$ cat config.mk
export PLATFORM = sky130hd
export DESIGN_NAME = alu_sliced_flat
export DESIGN_NICKNAME = d
export VERILOG_FILES = /design/src/rtl/alu_pkg.sv /design/src/rtl/alu_sliced_if.sv /design/src/rtl/alu_slice.sv /design/src/rtl/alu_sliced.sv /design/src/flat_wrapper.sv
export SDC_FILE = /design/constraint.sdc
export NUM_CORES = 1
export LEC_CHECK = 0
export ABC_CLOCK_PERIOD_IN_PS = 6560
export CORE_ASPECT_RATIO = 1.75
export CORE_MARGIN = 1
export CORE_UTILIZATION = 46
export DETAILED_ROUTE_END_ITERATION = 8
export GPL_TIMING_DRIVEN = 0
export PLACE_DENSITY = 0.74
export SYNTH_ARGS = -nofsm -noshare
export SYNTH_HDL_FRONTEND = slang
export SYNTH_SLANG_ARGS = --single-unit
$ cat constraint.sdc
create_clock -name clk -period 6.56 [get_ports clk]
set_input_delay 0.984 -clock clk [delete_from_list [all_inputs] [get_ports clk]]
set_output_delay 0.984 -clock clk [all_outputs]
set_load 0.05 [all_outputs]
$ cat src/rtl/alu_pkg.sv
// alu_pkg: shared definitions for the sliced multi-cycle ALU.
//   - ALUOp encodings (AND, OR, ADD, SUB, NOR)
//   - FSM state type for the slice sequencer
//   - is_arith(): true for the ops that carry between slices and set flags
package alu_pkg;

   localparam logic [3:0] ALU_AND = 4'b0000;
   localparam logic [3:0] ALU_OR  = 4'b0001;
   localparam logic [3:0] ALU_ADD = 4'b0010;
   localparam logic [3:0] ALU_SUB = 4'b0110;
   localparam logic [3:0] ALU_NOR = 4'b1100;

   typedef enum logic [1:0] {
      S_IDLE,
      S_BUSY,
      S_DONE
   } state_e;

   function automatic logic is_arith(input logic [3:0] op);
      return (op == ALU_ADD) || (op == ALU_SUB);
   endfunction

endpackage

$ cat src/rtl/alu_sliced_if.sv
// alu_sliced_if: request/response bundle of the sliced ALU.
//   Request : start_valid/start_ready, a, b, ALUOp, CarryIn
//   Response: result_valid/result_ready, Result, CarryOut, Zero, Overflow
//   master = requester/consumer side, slave = ALU side.
interface alu_sliced_if #(
   parameter int WIDTH = 64
);
   logic             start_valid;
   logic             start_ready;
   logic [WIDTH-1:0] a;
   logic [WIDTH-1:0] b;
   logic [3:0]       ALUOp;
   logic             CarryIn;
   logic             result_valid;
   logic             result_ready;
   logic [WIDTH-1:0] Result;
   logic             CarryOut;
   logic             Zero;
   logic             Overflow;

   modport master (
      output start_valid, a, b, ALUOp, CarryIn, result_ready,
      input  start_ready, result_valid, Result, CarryOut, Zero, Overflow
   );

   modport slave (
      input  start_valid, a, b, ALUOp, CarryIn, result_ready,
      output start_ready, result_valid, Result, CarryOut, Zero, Overflow
   );
endinterface

$ cat src/rtl/alu_slice.sv
// alu_slice: combinational SLICE_W-bit ALU slice.
//   a_i, b_i : operand slices
//   op_i     : ALUOp
//   cin_i    : carry into bit 0 of the slice
//   res_o    : slice result (0 for unknown ops)
//   cout_o   : carry out of the slice (0 for logic/unknown ops)
//   cmsb_o   : carry into the slice MSB, used for signed overflow
module alu_slice
   import alu_pkg::*;
#(
   parameter int SLICE_W = 8
) (
   input  logic [SLICE_W-1:0] a_i,
   input  logic [SLICE_W-1:0] b_i,
   input  logic [3:0]         op_i,
   input  logic               cin_i,
   output logic [SLICE_W-1:0] res_o,
   output logic               cout_o,
   output logic               cmsb_o
);

   logic [SLICE_W-1:0] b_eff;
   logic [SLICE_W:0]   sum;

   always_comb begin
      // NOTE: every output gets a default before the case so no path leaves
      // a signal unassigned, which would otherwise infer a latch.
      res_o  = '0;
      cout_o = 1'b0;
      cmsb_o = 1'b0;
      // SUB is a + ~b with the +1 arriving as the initial carry.
      b_eff  = (op_i == ALU_SUB) ? ~b_i : b_i;
      sum    = {1'b0, a_i} + {1'b0, b_eff} + {{SLICE_W{1'b0}}, cin_i};
      case (op_i)
         ALU_AND: res_o = a_i & b_i;
         ALU_OR:  res_o = a_i | b_i;
         ALU_NOR: res_o = ~(a_i | b_i);
         ALU_ADD, ALU_SUB: begin
            res_o  = sum[SLICE_W-1:0];
            cout_o = sum[SLICE_W];
            // Sum bit = a ^ b ^ carry-in, so the carry into the MSB falls out
            // of the MSB bits without a second adder.
            cmsb_o = sum[SLICE_W-1] ^ a_i[SLICE_W-1] ^ b_eff[SLICE_W-1];
         end
         default: ;
      endcase
   end

endmodule

$ cat src/rtl/alu_sliced.sv
// alu_sliced: multi-cycle WIDTH-bit ALU processing SLICE_W bits per clock.
//   clk   : rising-edge clock
//   reset : asynchronous active-high reset, aborts any operation in flight
//   bus   : alu_sliced_if.slave (request handshake, operands, result, flags)
// One alu_slice is shared across all slices; the inter-slice carry is a
// register, so the critical path is a single SLICE_W-bit ripple.
// WIDTH must be a multiple of SLICE_W.
module alu_sliced
   import alu_pkg::*;
#(
   parameter int WIDTH   = 64,
   parameter int SLICE_W = 8
) (
   input logic         clk,
   input logic         reset,
   alu_sliced_if.slave bus
);

   localparam int N     = WIDTH / SLICE_W;
   localparam int CNT_W = (N > 1) ? $clog2(N) : 1;
   localparam int IDX_W = (WIDTH > 1) ? $clog2(WIDTH) : 1;
   localparam logic [CNT_W-1:0] CNT_LAST = CNT_W'(N - 1);

   state_e             state_q;
   logic [CNT_W-1:0]   cnt_q;
   logic [WIDTH-1:0]   a_q;
   logic [WIDTH-1:0]   b_q;
   logic [3:0]         op_q;
   logic               carry_q;
   logic [WIDTH-1:0]   result_q;
   logic               carry_out_q;
   logic               zero_q;
   logic               overflow_q;

   logic [IDX_W-1:0]   base;
   logic [SLICE_W-1:0] sl_a;
   logic [SLICE_W-1:0] sl_b;
   logic [SLICE_W-1:0] sl_res;
   logic               sl_cout;
   logic               sl_cmsb;

   // Bit offset of the active slice. When N == 1 the counter is always 0, so
   // truncating SLICE_W into IDX_W bits cannot change the product.
   always_comb begin
      base = IDX_W'(cnt_q) * IDX_W'(SLICE_W);
      sl_a = a_q[base +: SLICE_W];
      sl_b = b_q[base +: SLICE_W];
   end

   alu_slice #(.SLICE_W(SLICE_W)) u_slice (
      .a_i    (sl_a),
      .b_i    (sl_b),
      .op_i   (op_q),
      .cin_i  (carry_q),
      .res_o  (sl_res),
      .cout_o (sl_cout),
      .cmsb_o (sl_cmsb)
   );

   // NOTE: sequential state uses non-blocking assignments so every register
   // samples pre-edge values regardless of statement order.
   always_ff @(posedge clk or posedge reset) begin
      if (reset) begin
         state_q     <= S_IDLE;
         cnt_q       <= '0;
         a_q         <= '0;
         b_q         <= '0;
         op_q        <= ALU_AND;
         carry_q     <= 1'b0;
         result_q    <= '0;
         carry_out_q <= 1'b0;
         zero_q      <= 1'b0;
         overflow_q  <= 1'b0;
      end else begin
         case (state_q)
            S_IDLE: begin
               if (bus.start_valid) begin
                  a_q     <= bus.a;
                  b_q     <= bus.b;
                  op_q    <= bus.ALUOp;
                  carry_q <= (bus.ALUOp == ALU_ADD) ? bus.CarryIn
                                                    : (bus.ALUOp == ALU_SUB);
                  cnt_q   <= '0;
                  zero_q  <= 1'b1;
                  state_q <= S_BUSY;
               end
            end
            S_BUSY: begin
               result_q[base +: SLICE_W] <= sl_res;
               carry_q <= sl_cout;
               zero_q  <= zero_q & (sl_res == '0);
               if (cnt_q == CNT_LAST) begin
                  carry_out_q <= is_arith(op_q) & sl_cout;
                  overflow_q  <= is_arith(op_q) & (sl_cout ^ sl_cmsb);
                  cnt_q       <= '0;
                  state_q     <= S_DONE;
               end else begin
                  cnt_q <= cnt_q + CNT_W'(1);
               end
            end
            S_DONE: begin
               if (bus.result_ready) state_q <= S_IDLE;
            end
            default: state_q <= S_IDLE;
         endcase
      end
   end

   assign bus.start_ready  = (state_q == S_IDLE);
   assign bus.result_valid = (state_q == S_DONE);
   assign bus.Result       = result_q;
   assign bus.CarryOut     = carry_out_q;
   assign bus.Zero         = zero_q;
   assign bus.Overflow     = overflow_q;

endmodule

$ cat src/flat_wrapper.sv
// flat-port wrapper written by rule: the top's interface ports become plain ports
module alu_sliced_flat import alu_pkg::*;
#(
   parameter int WIDTH   = 64,
   parameter int SLICE_W = 8
)
  (clk, reset, bus_start_valid, bus_a, bus_b, bus_ALUOp, bus_CarryIn, bus_result_ready, bus_start_ready, bus_result_valid, bus_Result, bus_CarryOut, bus_Zero, bus_Overflow);
  alu_sliced_if #(.WIDTH(WIDTH)) bus_i ();
  input logic clk;
  input logic reset;
  input wire logic [$bits(bus_i.start_valid)-1:0] bus_start_valid;
  input wire logic [$bits(bus_i.a)-1:0] bus_a;
  input wire logic [$bits(bus_i.b)-1:0] bus_b;
  input wire logic [$bits(bus_i.ALUOp)-1:0] bus_ALUOp;
  input wire logic [$bits(bus_i.CarryIn)-1:0] bus_CarryIn;
  input wire logic [$bits(bus_i.result_ready)-1:0] bus_result_ready;
  output wire logic [$bits(bus_i.start_ready)-1:0] bus_start_ready;
  output wire logic [$bits(bus_i.result_valid)-1:0] bus_result_valid;
  output wire logic [$bits(bus_i.Result)-1:0] bus_Result;
  output wire logic [$bits(bus_i.CarryOut)-1:0] bus_CarryOut;
  output wire logic [$bits(bus_i.Zero)-1:0] bus_Zero;
  output wire logic [$bits(bus_i.Overflow)-1:0] bus_Overflow;
  assign bus_i.start_valid = bus_start_valid;
  assign bus_i.a = bus_a;
  assign bus_i.b = bus_b;
  assign bus_i.ALUOp = bus_ALUOp;
  assign bus_i.CarryIn = bus_CarryIn;
  assign bus_i.result_ready = bus_result_ready;
  assign bus_start_ready = bus_i.start_ready;
  assign bus_result_valid = bus_i.result_valid;
  assign bus_Result = bus_i.Result;
  assign bus_CarryOut = bus_i.CarryOut;
  assign bus_Zero = bus_i.Zero;
  assign bus_Overflow = bus_i.Overflow;
  alu_sliced #(.WIDTH(WIDTH), .SLICE_W(SLICE_W)) u_core (.clk(clk), .reset(reset), .bus(bus_i));
endmodule
==> results.toml <==
[yosys]
synth_edf_count = 0
synthArstFlopShare = 1.00
synth_area_per_cell_um2 = 9.36
synth_top_cell_by_area = "dfrtp_1"
syn_area_mm2 = 0.00948
ys_top_cells_by_count = "nand2_1, dfrtp_1, o21ai_1"
synth_top_area_share = 0.541
yosysMostFrequentCell = "nand2_1"
ys_seq_elements = 205
synth-warning-count = 0
yosysUniqueCellTypes = 54
synthesis.nets = 1166
ys_seq_area_frac = 0.541
ys_top_cells_by_area = "dfrtp_1, nand2_1, mux4_2"
syn_inst = 1013
synthFlopType = "dfrtp_1"

[layout]
stdcell_area_mm2 = 0.0126
diodes = 0
multi_input_area_mm2 = 0.00407
nFillCells = 1726
layout.nets = 1397
drive_gt1_frac = 0.0621
final_core_util = 0.621
syn2layout_area_growth_pct = 32.8
regArea_mm2 = 0.00513

[place]
dpl_cell_area_mm2 = 0.0120
dp_hpwl_um = 20700
io_buffer_count = 205
gp_congestion = 0.866

[die]
die_h_um = 192
ios = 206
placementRows = 69
die_width_um = 111
initial_core_util = 0.467
die_area_mm2 = 0.0212
core_mm2 = 0.0203

[global_route]
grt_pass1_vias = 8260
grt_usage = 0.260
grt_overflow = 0
grt_first_pass_wirelength_um = 42800
antenna_found_initial = 0
grt_max_degree = 44

[clocking]
cts_buffers = 19
cts-root-buf = "clkbuf_16"
cts_setup_buffers = 0
cts_buffer_depth = 3
cts_tree = "built"
post_cts_resized = 0
htree_levels = 1
clkTransAtPathRegs_ns = 0.07
holdBufCountCts = 0
clkLatencyLatePin_ns = 0.50
numClockSinks = 205

[detailed_routing]
via_count = 8017
drt_pass1_iterations = 5
drt-total-wl_um = 27200
viasPerCell = 5.33
ant_nets = 0
drc = 0
wire_per_inst_um = 18.1
drt_iter0_drc = 463

[sta]
fin_skew_ns = 0.0205
hold_slack_ns = 0.470
setup_tns_ns = 0
hold_viol_final = 0
max_slew_margin = 0.0983
drv_slew = 0
worstMarginPinSlew_ns = 1.35
period_minus_slack_ns = 5.14
min_period_over_period = 0.784
setup_viol = 0
fmax_mhz = 194
rsz0062_at_grt = "false"

[pwr]
p_per_area_mw_per_mm2 = 584
leakagePower_uw = 0.00590
peakVddDrop_mv = 0.410

[setup_path]
rrSetupSlack_ns = 1.42
worstPathMaxFanout = 10
cp-end-kind = "flip-flop"
crit_type = "reg -> reg"
crit_arrival_ns = 5.57
start_kind = "flip-flop"
cp_data_required_time_ns = 6.99

[flow_run]
drv_cap = 0

[status]
run_status = "completed"

[hold_path]
hp-class = "reg -> reg"
-- layer usage --
metal,GRT usage,wire length (um),up-vias
met4,0.163,1650,0
met3,0.0278,1130,97
met2,0.476,14600,311
met1,0.288,9810,3811
met5,0,0,-
li1,-,-,3798
-- cells in the final DEF (no fill, tap or decap), types with 6 or more instances in the layout --
master and instances:
a21oi_1 11, buf_4 6, clkbuf_1 41, clkbuf_16 19, clkdlybuf4s50_1 205, dfrtp_1 205, ha_1 14, inv_1 12
mux2i_1 20, mux4_2 24, nand2_1 481, nor2_1 13, o21ai_0 8, o21ai_1 53, o31ai_1 19, or2_1 13
xnor2_1 11
-- flip-flops by register name (all words and copies together) (netlist names) --
name,count
u_core.carry_q,1
u_core.op_q,4
u_core.bus.Zero,1
u_core.a_q,64
u_core.bus.Overflow,1
u_core.bus.CarryOut,1
u_core.cnt_q,3
u_core.b_q,64
u_core.state_q,2
u_core.bus.Result,64
-- final timing paths --
check / start / to / cells after the start
worst min register to register: u_core.b_q[50]$_DFFE_PP0P_ / u_core.b_q[50]$_DFFE_PP0P_ / 2
worst max register to register: u_core.cnt_q[2]$_DFFE_PP0P_ / u_core.bus.Zero$_DFFE_PP0P_ / 17
min in group asynchronous: reset / u_core.bus.Result[15]$_DFFE_PP0P_ / 2
worst min-delay path: u_core.b_q[50]$_DFFE_PP0P_ / u_core.b_q[50]$_DFFE_PP0P_ / 2
worst max-delay path: u_core.cnt_q[2]$_DFFE_PP0P_ / u_core.bus.Zero$_DFFE_PP0P_ / 17
max in group asynchronous: reset / u_core.b_q[27]$_DFFE_PP0P_ / 5
-- critical path, stage by stage (launching register included) --
cell and delay [ns]:
dfrtp_1 0.38, buf_2 0.29, buf_4 0.27, buf_2 0.30, nand2b_1 0.37, o22ai_1 0.15, a21oi_1 0.38, xor2_1 0.24
fa_1 0.25, inv_1 0.08, fa_1 0.44, a21o_1 0.21, a21oi_1 0.22, xnor2_1 0.11, a211oi_2 0.77, and4_1 0.29
nand4_1 0.09, a21oi_1 0.22
-- area by class of cell --
type                    instances  share of cell area
plain buffers                  53              0.0185
clock buffers                  25              0.0419
clock inverters                 9             0.00894
inverters                      15             0.00477
multi-input cells             740               0.323
flip-flops and latches        205               0.407
well taps                     248              0.0246
repair buffers                210               0.171
-- power breakdown --
group	leakage (uW)	switching (uW)	internal, uW	total, uW
combinational	0.00294	2520	1510	4030
sequential	0.00264	344	1830	2180
clock	0.000312	492	653	1150
total	0.00590	3360	4000	7360
-- logic make-up after synthesis --
kind of cell / count (synthesis) / share of synthesized area
flip-flops: 205 / 0.541
XOR/XNOR: 16 / 0.0148
adder cells (fa/ha/maj): 22 / 0.0292
AO/OA/AOI/OAI: 116 / 0.0747
multiplexers: 48 / 0.0864
AND/OR/NAND/NOR: 538 / 0.224
buffers and inverters: 68 / 0.0305
-- through the flow --
step / setup WS, ns / power (uW) / cells
floorplan: 2.82 / 4940 / 1013
global placement: 1.39 / 6090 / 1466
CTS: 1.51 / 7370 / 1505
finish: 1.42 / 7360 / 1505
detailed placement: 1.57 / 6210 / 1471
global route: 1.25 / 7800 / 1505
(Power assumes the default switching activity.)
